File: src/rtl/assertion_pkg.sv
// Shared definitions for the assertion monitor bank: readout address map
// (byte addresses, word aligned) and the readout handshake state type.
package assertion_pkg;

  localparam logic [31:0] ADDR_STATUS   = 32'h0000_0000;
  localparam logic [31:0] ADDR_FIRST    = 32'h0000_0004;
  localparam logic [31:0] ADDR_NUMCFG   = 32'h0000_0008;
  localparam logic [31:0] ADDR_TSTAMP   = 32'h0000_000C;
  localparam logic [31:0] ADDR_CNT_BASE = 32'h0000_0100;

  typedef enum logic {
    IDLE = 1'b0,
    RESP = 1'b1
  } rd_state_e;

endpackage

File: src/rtl/assert_sat_counter.sv
// Saturating event counter for one assertion channel.
// Ports:
//   clk_i  clock
//   rst_i  asynchronous active-high reset (count -> 0)
//   clr_i  synchronous clear, wins over inc_i
//   inc_i  count one event this cycle
//   cnt_o  current count, holds at all-ones instead of wrapping
module assert_sat_counter #(
  parameter int unsigned CNT_W = 16
) (
  input  logic             clk_i,
  input  logic             rst_i,
  input  logic             clr_i,
  input  logic             inc_i,
  output logic [CNT_W-1:0] cnt_o
);

  logic [CNT_W-1:0] cnt_q;
  logic [CNT_W-1:0] cnt_d;

  always_comb begin
    cnt_d = cnt_q;
    if (clr_i) begin
      cnt_d = '0;
    end else if (inc_i && (cnt_q != '1)) begin
      cnt_d = cnt_q + 1'b1;
    end
  end

  always_ff @(posedge clk_i or posedge rst_i) begin
    if (rst_i) begin
      cnt_q <= '0;
    end else begin
      cnt_q <= cnt_d;
    end
  end

  assign cnt_o = cnt_q;

endmodule

File: src/rtl/assertion_monitor_bank.sv
// Multi-channel assertion monitor: per-channel saturating fire counters, a
// sticky aggregate failure flag, first-failing-channel capture and a
// word-addressed 4-phase req/ack readout port.
// Optional feature macro: ASSERT_TIMESTAMP_EN adds a free-running cycle
// counter whose value is captured with the first failure (read at 0x00C).
// Ports:
//   assert_clk        clock
//   assert_rst        asynchronous active-high reset
//   assert_fire       per-channel failure strobe
//   assert_mask       per-channel enable for assert_fire
//   assert_clr        synchronous clear of counters, flag and capture
//   cnt_addr          readout byte address, bits [1:0] ignored
//   cnt_req           readout request level
//   cnt_ack           readout acknowledge level
//   cnt_data          readout data, stable while cnt_ack=1
//   assertion_failed  sticky: an enabled channel fired since reset/clear
module assertion_monitor_bank
  import assertion_pkg::*;
#(
  parameter int unsigned NUM_ASSERT = 32,
  parameter int unsigned CNT_W      = 16,
  parameter int unsigned TS_W       = 32
) (
  input  logic                  assert_clk,
  input  logic                  assert_rst,
  input  logic [NUM_ASSERT-1:0] assert_fire,
  input  logic [NUM_ASSERT-1:0] assert_mask,
  input  logic                  assert_clr,
  input  logic [31:0]           cnt_addr,
  input  logic                  cnt_req,
  output logic                  cnt_ack,
  output logic [31:0]           cnt_data,
  output logic                  assertion_failed
);

  if (NUM_ASSERT < 1 || NUM_ASSERT > 256) begin : g_bad_num
    $error("NUM_ASSERT out of range 1..256");
  end
  if (CNT_W < 1 || CNT_W > 32) begin : g_bad_cnt
    $error("CNT_W out of range 1..32");
  end
  if (TS_W < 1 || TS_W > 32) begin : g_bad_ts
    $error("TS_W out of range 1..32");
  end

  logic [NUM_ASSERT-1:0] hit;
  logic [CNT_W-1:0]      cnt_val [NUM_ASSERT];

  assign hit = assert_fire & assert_mask;

  for (genvar g = 0; g < NUM_ASSERT; g++) begin : g_cnt
    assert_sat_counter #(
      .CNT_W (CNT_W)
    ) u_cnt (
      .clk_i (assert_clk),
      .rst_i (assert_rst),
      .clr_i (assert_clr),
      .inc_i (hit[g]),
      .cnt_o (cnt_val[g])
    );
  end

  // Sticky flag and first-fail capture
  logic       failed_q, failed_d;
  logic       first_vld_q, first_vld_d;
  logic [7:0] first_idx_q, first_idx_d;
  logic [7:0] low_idx;
  logic       capture;

  // Descending scan so the lowest set index is the last one written.
  always_comb begin
    low_idx = '0;
    for (int unsigned i = NUM_ASSERT; i > 0; i--) begin
      if (hit[i-1]) begin
        low_idx = 8'(i - 1);
      end
    end
  end

  assign capture = !assert_clr && !first_vld_q && (|hit);

  always_comb begin
    failed_d    = failed_q;
    first_vld_d = first_vld_q;
    first_idx_d = first_idx_q;
    if (assert_clr) begin
      failed_d    = 1'b0;
      first_vld_d = 1'b0;
      first_idx_d = '0;
    end else begin
      if (|hit) begin
        failed_d = 1'b1;
      end
      if (capture) begin
        first_vld_d = 1'b1;
        first_idx_d = low_idx;
      end
    end
  end

  always_ff @(posedge assert_clk or posedge assert_rst) begin
    if (assert_rst) begin
      failed_q    <= 1'b0;
      first_vld_q <= 1'b0;
      first_idx_q <= '0;
    end else begin
      failed_q    <= failed_d;
      first_vld_q <= first_vld_d;
      first_idx_q <= first_idx_d;
    end
  end

  assign assertion_failed = failed_q;

  // First-fail timestamp
  logic [31:0] tstamp_word;

`ifdef ASSERT_TIMESTAMP_EN
  logic [TS_W-1:0] ts_free_q;
  logic [TS_W-1:0] ts_first_q, ts_first_d;

  // Free-running and deliberately untouched by assert_clr.
  always_ff @(posedge assert_clk or posedge assert_rst) begin
    if (assert_rst) begin
      ts_free_q <= '0;
    end else begin
      ts_free_q <= ts_free_q + 1'b1;
    end
  end

  always_comb begin
    ts_first_d = ts_first_q;
    if (assert_clr) begin
      ts_first_d = '0;
    end else if (capture) begin
      ts_first_d = ts_free_q;
    end
  end

  always_ff @(posedge assert_clk or posedge assert_rst) begin
    if (assert_rst) begin
      ts_first_q <= '0;
    end else begin
      ts_first_q <= ts_first_d;
    end
  end

  assign tstamp_word = 32'(ts_first_q);
`else
  assign tstamp_word = '0;
`endif

  // Readout word decode
  logic [31:0] addr_w;
  logic [31:0] cnt_off;
  logic [31:0] cnt_idx;
  logic [31:0] rd_word;

  assign addr_w  = cnt_addr & ~32'h3;
  assign cnt_off = addr_w - ADDR_CNT_BASE;
  assign cnt_idx = cnt_off >> 2;

  always_comb begin
    rd_word = '0;
    case (addr_w)
      ADDR_STATUS: rd_word = {30'b0, first_vld_q, failed_q};
      ADDR_FIRST:  rd_word = {24'b0, first_idx_q};
      ADDR_NUMCFG: rd_word = {8'b0, 8'(CNT_W), 16'(NUM_ASSERT)};
      ADDR_TSTAMP: rd_word = tstamp_word;
      default: begin
        if (addr_w >= ADDR_CNT_BASE) begin
          for (int unsigned i = 0; i < NUM_ASSERT; i++) begin
            if (cnt_idx == i) begin
              rd_word = 32'(cnt_val[i]);
            end
          end
        end
      end
    endcase
  end

  // Readout handshake FSM
  rd_state_e   state_q, state_d;
  logic        rd_load;
  logic [31:0] data_q;

  always_ff @(posedge assert_clk or posedge assert_rst) begin
    if (assert_rst) begin
      state_q <= IDLE;
    end else begin
      state_q <= state_d;
    end
  end

  always_comb begin
    state_d = state_q;
    case (state_q)
      IDLE:    if (cnt_req)  state_d = RESP;
      RESP:    if (!cnt_req) state_d = IDLE;
      default: state_d = IDLE;
    endcase
  end

  always_comb begin
    cnt_ack = (state_q == RESP);
    rd_load = (state_q == IDLE) && cnt_req;
  end

  // Snapshot taken only on acceptance; address changes during RESP are ignored.
  always_ff @(posedge assert_clk or posedge assert_rst) begin
    if (assert_rst) begin
      data_q <= '0;
    end else if (rd_load) begin
      data_q <= rd_word;
    end
  end

  assign cnt_data = data_q;

endmodule

File: config.mk
export PLATFORM = sky130hd
export DESIGN_NAME = assertion_monitor_bank
export DESIGN_NICKNAME = d
export VERILOG_FILES = /design/src/rtl/assertion_pkg.sv /design/src/rtl/assert_sat_counter.sv /design/src/rtl/assertion_monitor_bank.sv
export SDC_FILE = /design/constraint.sdc
export NUM_CORES = 2
export LEC_CHECK = 0
export ABC_CLOCK_PERIOD_IN_PS = 46700
export BUFFER_PORTS_ARGS = -buffer_cell sky130_fd_sc_hd__buf_2
export CAP_MARGIN = 0
export CORE_ASPECT_RATIO = 1.25
export CORE_UTILIZATION = 30
export CTS_CLUSTER_SIZE = 24
export DETAILED_ROUTE_END_ITERATION = 16
export MAX_ROUTING_LAYER = met4
export PLACE_DENSITY = 0.57
export SETUP_SLACK_MARGIN = 0.1
export SYNTH_ARGS = -nofsm -noshare
export SYNTH_HDL_FRONTEND = slang
export SYNTH_SLANG_ARGS = --single-unit
File: constraint.sdc
create_clock -name assert_clk -period 46.7 [get_ports assert_clk]
set_input_delay 0 -clock assert_clk [delete_from_list [all_inputs] [get_ports assert_clk]]
set_output_delay 0 -clock assert_clk [all_outputs]
set_load 0.05 [all_outputs]
==> impl_metrics.csv <==
group,metric,value,unit
run_status,outcome,"complete, no violations",
timing,finalSetupTns,0,ns
worst_setup_path,cp.depth,13,
grt,grt-ovfl-total,0,
worst_setup_path,start_kind,"input pin",
routing,via_per_inst,5.71,
pwr,p_leak,13.9,nW
timing,slew_headroom,0.126,
worst_setup_path,rr_startpoint,"g_cnt[8].u_cnt.cnt_o[5]$_DFFE_PP0P_",
synth,yosys-top-cells-area,"dfrtp_1 43%, nor2_1 7.0%, xnor2_1 4.7%",
flow_run,cap_violations,0,
placed_design,port_buffers,116,
synth,synth_edf_count,0,
routing,vias,29100,
die,start_util,0.303,
clock_network,clockBufferDepth,3,
worst_setup_path,crit_family,"compound AO/OA/AOI/OAI gates",
routing,wire_per_inst,24.4,um
die,die_area,105000,um2
pwr,p_per_area,29.2,nW/um2
timing,fin_crit_sh,0.0910,
worst_setup_path,setup.worst_path.start,"cnt_addr[3]",
min_path,hp-class,"input pin to flop",
timing,rsz0062_at_grt,"false",
clock_network,numCtsBuffers,59,
routing,drt-total-wl,124000,um
synth,async_flop_share,1.00,
routing,antenna_left,0,
die,dieWidth,290,um
clock_network,clk_transition_reported_paths,0.06,ns
worst_setup_path,criticalPathCategory,"input pin to flop",
worst_setup_path,slowest_stage,"a2111oi_0",
routing,firstDrtPassIters,6,
layout,final_cell_mix,"581 x nor2_1, 537 x dfrtp_1, 353 x nand2_1, 229 x a21oi_1, 211 x o21ai_0",
timing,hold_slack,0.0145,ns
layout,layout-drive-gt1-share,0.0868,
synth,syn_area,31000,um2
timing,worst_slew_pin_slew,1.31,ns
timing,setup-violations-final,0,
worst_setup_path,crit_buf_inv,4,
grt,grt_usage,0.242,
synth,ys_seq_elements,537,
worst_setup_path,worstPathRequired,47.21,ns
placed_design,dp_hpwl,92000,um
layout,area_delta_synth_final,14.6,%
worst_setup_path,crit_arrival,4.76,ns
worst_setup_path,cpMostUsedCell,"buf_4",
timing,finClkSkew,0.0167,ns
worst_setup_path,crit_fanout,33,
synth,ys_warn_count,0,
timing,drv_slew,0,
clock_network,htreeDepth,2,
synth,seq_area_frac_synth,0.433,
clock_network,ctsResizeCount,0,
layout,final_common_cell,"nor2_1",
timing,hold_viol,0,
routing,first_iter_violations,3470,
routing,route.detailed.drc,0,
worst_setup_path,crit_end,"cnt_data[5]$_DFFE_PP0P_",
worst_setup_path,worstRegToRegCells,8,
worst_setup_path,crit_chain,"buf_2 > buf_4 > buf_4 > nor4_2 > buf_4 > a32oi_1 > a31oi_1 > a21oi_1 > o32ai_1 > a2111oi_0 > o21ai_0 > a221oi_1 > o21ai_1",
die,coreArea,102000,um2
timing,period_needed,4.25,ns
worst_setup_path,timing.rr.end,"cnt_data[5]$_DFFE_PP0P_",
clock_network,clk-insertion-delay-late,0.66,ns
synth,yosysTopAreaCellShare,0.433,
placed_design,routabilityCongestion,1.03,
die,num_rows,131,
synth,synth_top_cell_by_area,"dfrtp_1",
worst_setup_path,rrSetupSlack,43.00,ns
grt,grt_pass1_vias,27300,
die,io_pins,134,
synth,synthCells,3575,
grt,grt_max_degree,209,
synth,synth_area_per_cell,8.67,um2
clock_network,cts_root_buffer,"clkbuf_16",
layout,fillCellCount,10700,
grt,grt_pass1_wl,183000,um
die,fp.dieH,361,um
worst_setup_path,cp_slowest_stage_delay,0.89,ns
clock_network,cts_tree,"built",
synth,synth_cell_types,81,
worst_setup_path,crit_path_end_kind,"flop",
grt,antenna_found_initial,5,
synth,synth_flop_cell,"dfrtp_1",
timing,timing.fmax,235,MHz
pwr,ir_drop,0.0000289,V
layout,layout.nets,3840,
clock_network,cts_sinks,537,
## stage by stage
stage,util,cell area (um2),power (mW),setup slack [ns],instances
floorplan,-,31100,0.529,31.69,3589
global placement,0.325,33200,0.561,41.97,4943
detailed placement,0.325,33200,0.562,42.01,4943
CTS,0.347,35500,1.05,42.68,5086
global route,0.348,35500,1.07,42.56,5091
finish,0.348,35500,1.04,42.45,5091
## cells by family after synthesis
group                    share of synthesized area
other                                     0.000121
AND/OR/NAND/NOR                              0.246
multiplexers                                0.0236
flip-flops                                   0.433
AO/OA/AOI/OAI                                0.163
adder cells (fa/ha/maj)                     0.0129
buffers and inverters                       0.0287
XOR/XNOR                                    0.0927
## timing repair
action | in CTS | in global routing
hold buffers | 34 | 0
buffers inserted | 0 | 0
hold endpoints to repair | 260 | 0
## registers in the layout, indices dropped and copies added, names as in the netlist
signal	count
g_cnt.u_cnt.cnt_o	512
cnt_ack	1
cnt_data	17
first_idx_q	5
first_vld_q	1
assertion_failed	1
## metal layers
| layer | wire (um) | vias up | global-route usage |
|---|---|---|---|
| met2 | 56700 | 1267 | 0.371 |
| li1 | - | 13100 | - |
| met1 | 50600 | 14300 | 0.303 |
| met3 | 8950 | 349 | 0.0352 |
| met5 | 0 | - | - |
| met4 | 8220 | 0 | 0.137 |
## Yosys cell counts, types with 5 or more instances
cell type / n
a211oi_1: 10
xnor2_1: 168
nand2b_1: 22
xor2_1: 160
mux4_2: 9
o22ai_1: 28
nor2_1: 581
a22o_1: 14
ha_1: 32
a2111oi_0: 10
a31oi_1: 18
o32ai_1: 9
clkbuf_1: 128
o21ai_0: 211
a22oi_1: 66
a221oi_1: 25
mux2i_1: 46
o211ai_1: 16
buf_4: 15
or3_1: 155
dfrtp_1: 537
a222oi_1: 16
a21oi_1: 229
and3_1: 71
and2_1: 16
nand4_1: 90
nand2_1: 353
nor3_1: 70
buf_1: 5
o311ai_0: 5
inv_1: 60
nor4_1: 12
o2111ai_1: 16
a41oi_1: 25
o31ai_1: 8
o221ai_1: 9
a221o_1: 8
buf_2: 7
a32oi_1: 9
nor2b_1: 7
or2_2: 14
mux2_2: 6
and4_1: 46
nand3_1: 163
o21a_1: 6
## worst reg2reg max path: stages (launching register included)
cell and delay (ns):
dfrtp_1 0.45, a32oi_1 0.24, a31oi_1 0.15, a21oi_1 0.23, o32ai_1 0.19, a2111oi_0 0.89, o21ai_0 0.50, a221oi_1 0.80
o21ai_1 0.11
## power breakdown
part / internal (mW) / switching [mW] / total, mW
logic: 0.0203 / 0.0582 / 0.0786
registers: 0.470 / 0.00768 / 0.478
clock network: 0.273 / 0.208 / 0.481
total: 0.763 / 0.274 / 1.04
## cell type report
cell class	count	area (um2)	share of cell area
Timing Repair Buffer	214	1420	0.0401
Antenna cell	5	12.5	0.000352
Sequential cell	537	13400	0.378
Clock buffer	85	1720	0.0485
Clock inverter	24	225	0.00634
Multi-Input combinational cell	2834	16800	0.473
Tap cell	1330	1660	0.0468
Inverter	62	240	0.00676
## how the worst min path moves through the flow
stage	startpoint	to	slack, ns	cells past startpoint
floorplan	cnt_req	cnt_ack$_DFF_PP0_	0.03	0
global placement	cnt_req	cnt_ack$_DFF_PP0_	0.13	1
detailed placement	cnt_req	cnt_ack$_DFF_PP0_	0.14	1
CTS	cnt_addr[30]	cnt_data[20]$_DFFE_PP0P_	0.002	5
global route	assert_mask[31]	g_cnt[31].u_cnt.cnt_o[0]$_DFFE_PP0P_	0.05	5
finish	assert_mask[3]	first_idx_q[0]$_DFFE_PP0P_	0.01	5
Power figures use the tool's default switching activity.
